$ cat src/rtl/seq_alu.sv
`default_nettype none
// ============================================================================
//  Module   : seq_alu
//  Purpose  : Sequential ALU. Six single-cycle ops (add, sub, and, or, srl,
//             sra) plus a 32-step style shift-add unsigned multiply and a
//             restoring unsigned divide, one result bit per clock.
//  Revision : 1.0  initial release
// ============================================================================
module seq_alu #(
   parameter int WIDTH = 32,
   parameter int SHW   = $clog2(WIDTH)
) (
   input  logic             clk,
   input  logic             reset,
   input  logic             start,
   input  logic [2:0]       ALUOp,
   input  logic [WIDTH-1:0] A,
   input  logic [WIDTH-1:0] B,
   output logic             busy,
   output logic             done,
   output logic [WIDTH-1:0] C,
   output logic [WIDTH-1:0] hi
);

   // controller states
   localparam logic [1:0] c_idle = 2'd0;
   localparam logic [1:0] c_mul  = 2'd1;
   localparam logic [1:0] c_div  = 2'd2;

   // opcodes
   localparam logic [2:0] c_op_addu  = 3'b000;
   localparam logic [2:0] c_op_subu  = 3'b001;
   localparam logic [2:0] c_op_and   = 3'b010;
   localparam logic [2:0] c_op_or    = 3'b011;
   localparam logic [2:0] c_op_srl   = 3'b100;
   localparam logic [2:0] c_op_sra   = 3'b101;
   localparam logic [2:0] c_op_multu = 3'b110;
   localparam logic [2:0] c_op_divu  = 3'b111;

   // iteration count at which the multi-cycle result is complete
   localparam logic [SHW:0] c_last = (SHW+1)'(WIDTH);

   logic [1:0]       r_state;
   logic [2:0]       r_op;
   logic [WIDTH-1:0] r_a;      // multiplicand / single-cycle operand A
   logic [WIDTH-1:0] r_b;      // divisor / single-cycle operand B
   logic [WIDTH-1:0] r_acc;    // running high product / partial remainder
   logic [WIDTH-1:0] r_q;      // multiplier bits / dividend-to-quotient
   logic [SHW:0]     r_cnt;    // iterations completed in MUL/DIV
   logic             r_pend;   // single-cycle op captured, result due next edge
   logic             r_done;
   logic [WIDTH-1:0] r_c;
   logic [WIDTH-1:0] r_hi;

   logic [WIDTH-1:0] w_res;
   logic [WIDTH:0]   w_msum;
   logic [WIDTH:0]   w_dshift;
   logic [WIDTH-1:0] w_ddiff;
   logic             w_dge;

   // single-cycle result from the captured operands
   always_comb begin
      w_res = '0;
      case (r_op)
         c_op_addu: w_res = r_a + r_b;
         c_op_subu: w_res = r_a - r_b;
         c_op_and:  w_res = r_a & r_b;
         c_op_or:   w_res = r_a | r_b;
         c_op_srl:  w_res = r_a >> r_b[SHW-1:0];
         c_op_sra:  w_res = $unsigned($signed(r_a) >>> r_b[SHW-1:0]);
         default:   w_res = '0;
      endcase
   end

   // one multiply step: conditionally add multiplicand, then shift {acc,q} right
   always_comb begin
      w_msum = {1'b0, r_acc} + (r_q[0] ? {1'b0, r_a} : '0);
   end

   // one restoring-divide step; the difference only matters when it is
   // non-negative, and then it always fits in WIDTH bits
   always_comb begin
      w_dshift = {r_acc, r_q[WIDTH-1]};
      w_dge    = (w_dshift >= {1'b0, r_b});
      w_ddiff  = w_dshift[WIDTH-1:0] - r_b;
   end

   // controller and datapath; the first MUL/DIV cycle only loads operands,
   // so busy is held low there and rises once iterations begin
   always_ff @(posedge clk or posedge reset) begin
      if (reset) begin
         r_state <= c_idle;
         r_op    <= '0;
         r_a     <= '0;
         r_b     <= '0;
         r_acc   <= '0;
         r_q     <= '0;
         r_cnt   <= '0;
         r_pend  <= 1'b0;
         r_done  <= 1'b0;
         r_c     <= '0;
         r_hi    <= '0;
      end else begin
         r_done <= 1'b0;
         r_pend <= 1'b0;

         // retire a single-cycle op captured on the previous edge
         if (r_pend) begin
            r_c    <= w_res;
            r_done <= 1'b1;
         end

         case (r_state)
            c_idle: begin
               if (start) begin
                  r_op  <= ALUOp;
                  r_a   <= A;
                  r_b   <= B;
                  r_acc <= '0;
                  r_cnt <= '0;
                  r_q   <= (ALUOp == c_op_multu) ? B : A;
                  if (ALUOp == c_op_multu) begin
                     r_state <= c_mul;
                  end else if (ALUOp == c_op_divu) begin
                     r_state <= c_div;
                  end else begin
                     r_pend <= 1'b1;
                  end
               end
            end
            c_mul: begin
               if (r_cnt == c_last) begin
                  r_c     <= r_q;
                  r_hi    <= r_acc;
                  r_done  <= 1'b1;
                  r_state <= c_idle;
               end else begin
                  r_acc <= w_msum[WIDTH:1];
                  r_q   <= {w_msum[0], r_q[WIDTH-1:1]};
                  r_cnt <= r_cnt + 1'b1;
               end
            end
            c_div: begin
               if (r_cnt == c_last) begin
                  r_c     <= r_q;
                  r_hi    <= r_acc;
                  r_done  <= 1'b1;
                  r_state <= c_idle;
               end else begin
                  r_acc <= w_dge ? w_ddiff : w_dshift[WIDTH-1:0];
                  r_q   <= {r_q[WIDTH-2:0], w_dge};
                  r_cnt <= r_cnt + 1'b1;
               end
            end
            default: r_state <= c_idle;
         endcase
      end
   end

   assign busy = (r_state != c_idle) && (r_cnt != '0);
   assign done = r_done;
   assign C    = r_c;
   assign hi   = r_hi;

endmodule
`default_nettype wire

$ cat config.mk
export PLATFORM = sky130hd
export DESIGN_NAME = seq_alu
export DESIGN_NICKNAME = d
export VERILOG_FILES = /design/src/rtl/seq_alu.sv
export SDC_FILE = /design/constraint.sdc
export NUM_CORES = 1
export LEC_CHECK = 0
export ABC_AREA = 1
export BUFFER_PORTS_ARGS = -buffer_cell sky130_fd_sc_hd__buf_4
export CAP_MARGIN = 15
export CELL_PAD_IN_SITES_DETAIL_PLACEMENT = 1
export CELL_PAD_IN_SITES_GLOBAL_PLACEMENT = 2
export CORE_ASPECT_RATIO = 1.1
export CORE_MARGIN = 2
export CORE_UTILIZATION = 33
export DETAILED_ROUTE_END_ITERATION = 7
export MAX_ROUTING_LAYER = met4
export PLACE_DENSITY_LB_ADDON = 0.1
export SETUP_SLACK_MARGIN = 0.5
export SKIP_LAST_GASP = 1
export SLEW_MARGIN = 30
export SYNTH_ARGS = -nofsm -noshare
export SYNTH_HDL_FRONTEND = slang
export SYNTH_SLANG_ARGS = --single-unit
$ cat constraint.sdc
create_clock -name clk -period 8.5 [get_ports clk]
set_input_delay 0.85 -clock clk [delete_from_list [all_inputs] [get_ports clk]]
set_output_delay 0.85 -clock clk [all_outputs]
set_load 0.1 [all_outputs]
==> metrics.txt <==
# TYPE chip_impl_metric gauge
chip_impl_metric{name="share_seq_of_total_power",unit="%"} 17.9
chip_impl_metric{name="grt_first_pass_wirelength",unit="mm"} 164
chip_impl_metric{name="avgRoutedWirePerCell",unit="um"} 26.1
chip_impl_metric{name="drtIter0Drc",unit=""} 1761
chip_impl_metric{name="cts_post_setup_buffers_inserted",unit=""} 0
chip_impl_metric{name="dr_total_vias",unit=""} 23810
chip_impl_metric{name="fmaxAchievable",unit="GHz"} 0.199
chip_impl_metric{name="timing.critical_path.arrival",unit="ns"} 5.52
chip_impl_metric{name="grt_antenna_before_repair",unit=""} 0
chip_impl_metric{name="synth-edff-count",unit=""} 0
chip_impl_metric{name="vias_in_the_first_global_route",unit=""} 24472
chip_impl_metric{name="start_util",unit="%"} 33.3
chip_impl_metric{name="drt_wl_total",unit="mm"} 112
chip_impl_metric{name="floorplan.die.width",unit="um"} 241
chip_impl_metric{name="pin_count_of_the_biggest_net_entering_global_routing",unit=""} 88
chip_impl_metric{name="max_slew_margin",unit="%"} 36.7
chip_impl_metric{name="fraction_of_layout_cells_with_a_size_suffix_above_1",unit="%"} 7.71
chip_impl_metric{name="syn-instance-count",unit=""} 3411
chip_impl_metric{name="setup-tns-final",unit="ns"} 0
chip_impl_metric{name="io-pin-count",unit=""} 136
chip_impl_metric{name="required",unit="ns"} 9.00
chip_impl_metric{name="port_buffers",unit=""} 135
chip_impl_info{name="grt_setup_unrepaired",value="no"} 1
chip_impl_metric{name="syn_area",unit="um2"} 20300
chip_impl_info{name="worst_setup_path_start_kind",value="flop"} 1
chip_impl_metric{name="die_h",unit="um"} 264
chip_impl_metric{name="cts.repair.resized",unit=""} 0
chip_impl_metric{name="global_route.overflow_total",unit=""} 0
chip_impl_metric{name="share_of_the_clock_period_used_by_the_worst_path",unit="%"} 59.1
chip_impl_metric{name="first_pass_iters",unit=""} 5
chip_impl_metric{name="synth_cell_types",unit=""} 52
chip_impl_metric{name="static-leakage-power",unit="nW"} 12.5
chip_impl_metric{name="route.detailed.vias_per_inst",unit=""} 5.52
chip_impl_metric{name="vdd_drop_max",unit="mV"} 0.273
chip_impl_metric{name="ys_ff_latch",unit=""} 205
chip_impl_metric{name="placeableCoreArea",unit="um2"} 61000
chip_impl_metric{name="asyncSetResetFlopFracSynth",unit="%"} 100
chip_impl_info{name="status",value="finished clean"} 1
chip_impl_metric{name="total_switching_power",unit="mW"} 6.94
chip_impl_metric{name="ant_nets",unit=""} 0
chip_impl_metric{name="hold_violations",unit=""} 0
chip_impl_metric{name="max_clock_skew",unit="ns"} 0.0439
chip_impl_metric{name="switching_power_share_of_the_total",unit="%"} 63.3
chip_impl_metric{name="detailed_place_hpwl",unit="mm"} 91.5
chip_impl_metric{name="grt.total_usage",unit="%"} 36.1
chip_impl_metric{name="report.final.slew_viol_count",unit=""} 0
chip_impl_metric{name="area.growth.synth_to_final",unit="%"} 12.8
chip_impl_info{name="synth_largest_area_cell",value="sky130_fd_sc_hd__dfrtp_1"} 1
chip_impl_info{name="critPathKind",value="reg2reg"} 1
chip_impl_metric{name="share_clk_of_total_power",unit="%"} 11.1
chip_impl_metric{name="place_congestion",unit=""} 1.03
chip_impl_metric{name="pd_cells",unit="nW/um2"} 479
chip_impl_metric{name="syn_area_per_cell",unit="um2"} 5.96
chip_impl_metric{name="layout.filler_cells",unit=""} 8211
chip_impl_info{name="ys.flop_type",value="sky130_fd_sc_hd__dfrtp_1"} 1
chip_impl_metric{name="die_area",unit="um2"} 63600
chip_impl_metric{name="setup_viol",unit=""} 0
chip_impl_metric{name="cts-hold-fix-buffers",unit=""} 0
chip_impl_metric{name="nets",unit=""} 3650
chip_impl_metric{name="worst-path-max-fanout",unit=""} 29
chip_impl_metric{name="layout.area.seq",unit="um2"} 5130
chip_impl_metric{name="row_count",unit=""} 95
chip_impl_info{name="synthTopCellsByArea",value="sky130_fd_sc_hd__dfrtp_1 25%, sky130_fd_sc_hd__nand2_1 21%, sky130_fd_sc_hd__inv_1 8.8%, sky130_fd_sc_hd__nand3_1 7.1%, sky130_fd_sc_hd__ha_1 6.4%"} 1
chip_impl_info{name="critPathCaptureType",value="flop"} 1
chip_impl_metric{name="min_period",unit="ns"} 5.02
chip_impl_metric{name="comb_power_share",unit="%"} 71.1
chip_impl_metric{name="power.internal",unit="mW"} 4.03
chip_impl_metric{name="reg_clk_slew_reported_paths",unit="ns"} 0.06
chip_impl_metric{name="worstSkewPairLatency",unit="ns"} 0.61
chip_impl_metric{name="fin_total_pwr",unit="mW"} 11.0
chip_impl_metric{name="syn_nets",unit=""} 3588
chip_impl_metric{name="max-cap-violations",unit=""} 0
chip_impl_info{name="post-synth-top-count-cell",value="sky130_fd_sc_hd__nand2_1"} 1
chip_impl_metric{name="ys.warnings.count",unit=""} 0
chip_impl_metric{name="multi_input_comb_area",unit="um2"} 12800
chip_impl_metric{name="clock_tree.buffer_depth",unit=""} 3
chip_impl_info{name="clock-root-buffer",value="sky130_fd_sc_hd__clkbuf_16"} 1
chip_impl_metric{name="yosys.area.top_type_share",unit="%"} 25.3
chip_impl_info{name="ys_top_cells_by_count",value="1125 x sky130_fd_sc_hd__nand2_1, 476 x sky130_fd_sc_hd__inv_1, 288 x sky130_fd_sc_hd__nand3_1, 259 x sky130_fd_sc_hd__o21ai_0, 242 x sky130_fd_sc_hd__a21oi_1"} 1
chip_impl_metric{name="number_of_remaining_drc_errors",unit=""} 0
chip_impl_metric{name="cts_max_level",unit=""} 1
chip_impl_metric{name="cts_made_buffers",unit=""} 28
chip_impl_metric{name="transition_time_at_the_pin_with_the_least_slew_margin",unit="ns"} 0.949
chip_impl_metric{name="synth-seq-area-share",unit="%"} 25.3
chip_impl_info{name="tritoncts",value="done"} 1
chip_impl_metric{name="numClockSinks",unit=""} 205
chip_impl_info{name="holdCritPathClass",value="in2async"} 1
-- per-stage QoR --
stage	setup slack [ns]	hold slack (ns)	instance area (um2)	util, %	cells
final	3.48	0.376	22900	37.6	4315
after detailed placement	3.65	0.480	22000	36.1	4267
after global placement	3.79	0.469	22000	36.1	4267
after CTS	3.64	0.393	22900	37.6	4314
after floorplan	2.05	0.469	20300	-	3411
after global routing	3.40	0.403	22900	37.6	4314
-- metal layers --
layer	share of wire, %	vias to the layer above	global-route usage (%)
met5	0	-	-
li1	-	11120	-
met1	41	11767	43.8
met4	5.0	0	15.0
met2	49	723	60.9
met3	4.9	200	3.83
-- worst max-delay path: stages, from the launching register on --
cell and delay (ns):
sky130_fd_sc_hd__dfrtp_1 0.36, sky130_fd_sc_hd__buf_4 0.24, sky130_fd_sc_hd__clkinv_1 0.24, sky130_fd_sc_hd__buf_4 0.39
sky130_fd_sc_hd__ha_1 0.23, sky130_fd_sc_hd__nand3_1 0.12, sky130_fd_sc_hd__nor3_2 0.26, sky130_fd_sc_hd__nand4_1 0.35
sky130_fd_sc_hd__nand2_1 0.21, sky130_fd_sc_hd__xor2_1 0.27, sky130_fd_sc_hd__inv_1 0.08, sky130_fd_sc_hd__ha_1 0.36
sky130_fd_sc_hd__a21oi_1 0.28, sky130_fd_sc_hd__nand2_1 0.14, sky130_fd_sc_hd__a21oi_1 0.28, sky130_fd_sc_hd__nand2_1 0.23
sky130_fd_sc_hd__o21ai_0 0.49, sky130_fd_sc_hd__o211ai_1 0.20, sky130_fd_sc_hd__nand2_1 0.10, sky130_fd_sc_hd__nand2_1 0.06
-- kinds of logic after synthesis --
logic type,synth area share (%)
compound gates,17.3
xor+xnor,1.94
fa+ha+maj,6.70
buf+inv,12.0
flops,25.3
mux,0.166
simple gates,36.7
-- power groups by stage --
stage	logic (mW)	clock network [mW]	registers, mW
3_5_place_dp	7.65	0	1.94
2_1_floorplan	4.58	0	2.02
6_report	7.80	1.22	1.96
4_1_cts	7.68	1.23	1.93
3_3_place_gp	7.59	0	1.94
5_1_grt	8.44	1.26	1.95
-- worst paths after layout --
| check | from | to | slack [ns] | cells past startpoint |
|---|---|---|---|---|
| worst min register to register | hi[21]$_DFFE_PP0P_ | hi[21]$_DFFE_PP0P_ | 0.49 | 2 |
| min in group clk | hi[21]$_DFFE_PP0P_ | hi[21]$_DFFE_PP0P_ | 0.49 | 2 |
| max in group asynchronous | reset | C[19]$_DFF_PP0_ | 6.82 | 3 |
| worst max-delay path | r_b[1]$_DFFE_PP0P_ | C[15]$_DFF_PP0_ | 3.48 | 19 |
| worst max register to register | r_b[1]$_DFFE_PP0P_ | C[15]$_DFF_PP0_ | 3.48 | 19 |
| worst min-delay path | reset | hi[24]$_DFFE_PP0P_ | 0.38 | 2 |
-- registers in the layout, indices dropped and copies added, names as in the netlist --
name and cells:
r_op 3, done 1, r_b 32, r_a 32
r_acc 32, r_state 2, r_q 32, hi 32
C 32, r_cnt 6, r_pend 1
-- placed cells by master, fill, tap and decap left out, types with 13 or more instances in the layout --
cell type                   synthesis  layout
sky130_fd_sc_hd__ha_1             104     104
sky130_fd_sc_hd__inv_2             10      13
sky130_fd_sc_hd__inv_1            476     472
sky130_fd_sc_hd__xor2_1            30      30
sky130_fd_sc_hd__o211ai_1          13      13
sky130_fd_sc_hd__nand3_1          288     288
sky130_fd_sc_hd__o21ai_0          259     259
sky130_fd_sc_hd__nand2_1         1125    1123
sky130_fd_sc_hd__o21bai_1          15      15
sky130_fd_sc_hd__clkbuf_16          0      29
sky130_fd_sc_hd__a31oi_1           19      19
sky130_fd_sc_hd__nand3b_1          27      27
sky130_fd_sc_hd__a21oi_1          242     242
sky130_fd_sc_hd__nor3_1            31      31
sky130_fd_sc_hd__nand4_1           19      19
sky130_fd_sc_hd__dfrtp_1          205     205
sky130_fd_sc_hd__xnor2_1           15      15
sky130_fd_sc_hd__o22ai_1           62      62
sky130_fd_sc_hd__buf_4              6     162
sky130_fd_sc_hd__nor2_1           239     238
-- final cells by class --
type,instances,share of cell area (%)
diodes,1,0.0109
clock buffers,35,3.40
clock inverters,12,0.530
inverters,490,8.06
multi-input cells,2585,55.8
flip-flops and latches,205,22.4
well taps,824,4.50
repair buffers,163,5.36
(Power assumes the default switching activity.)
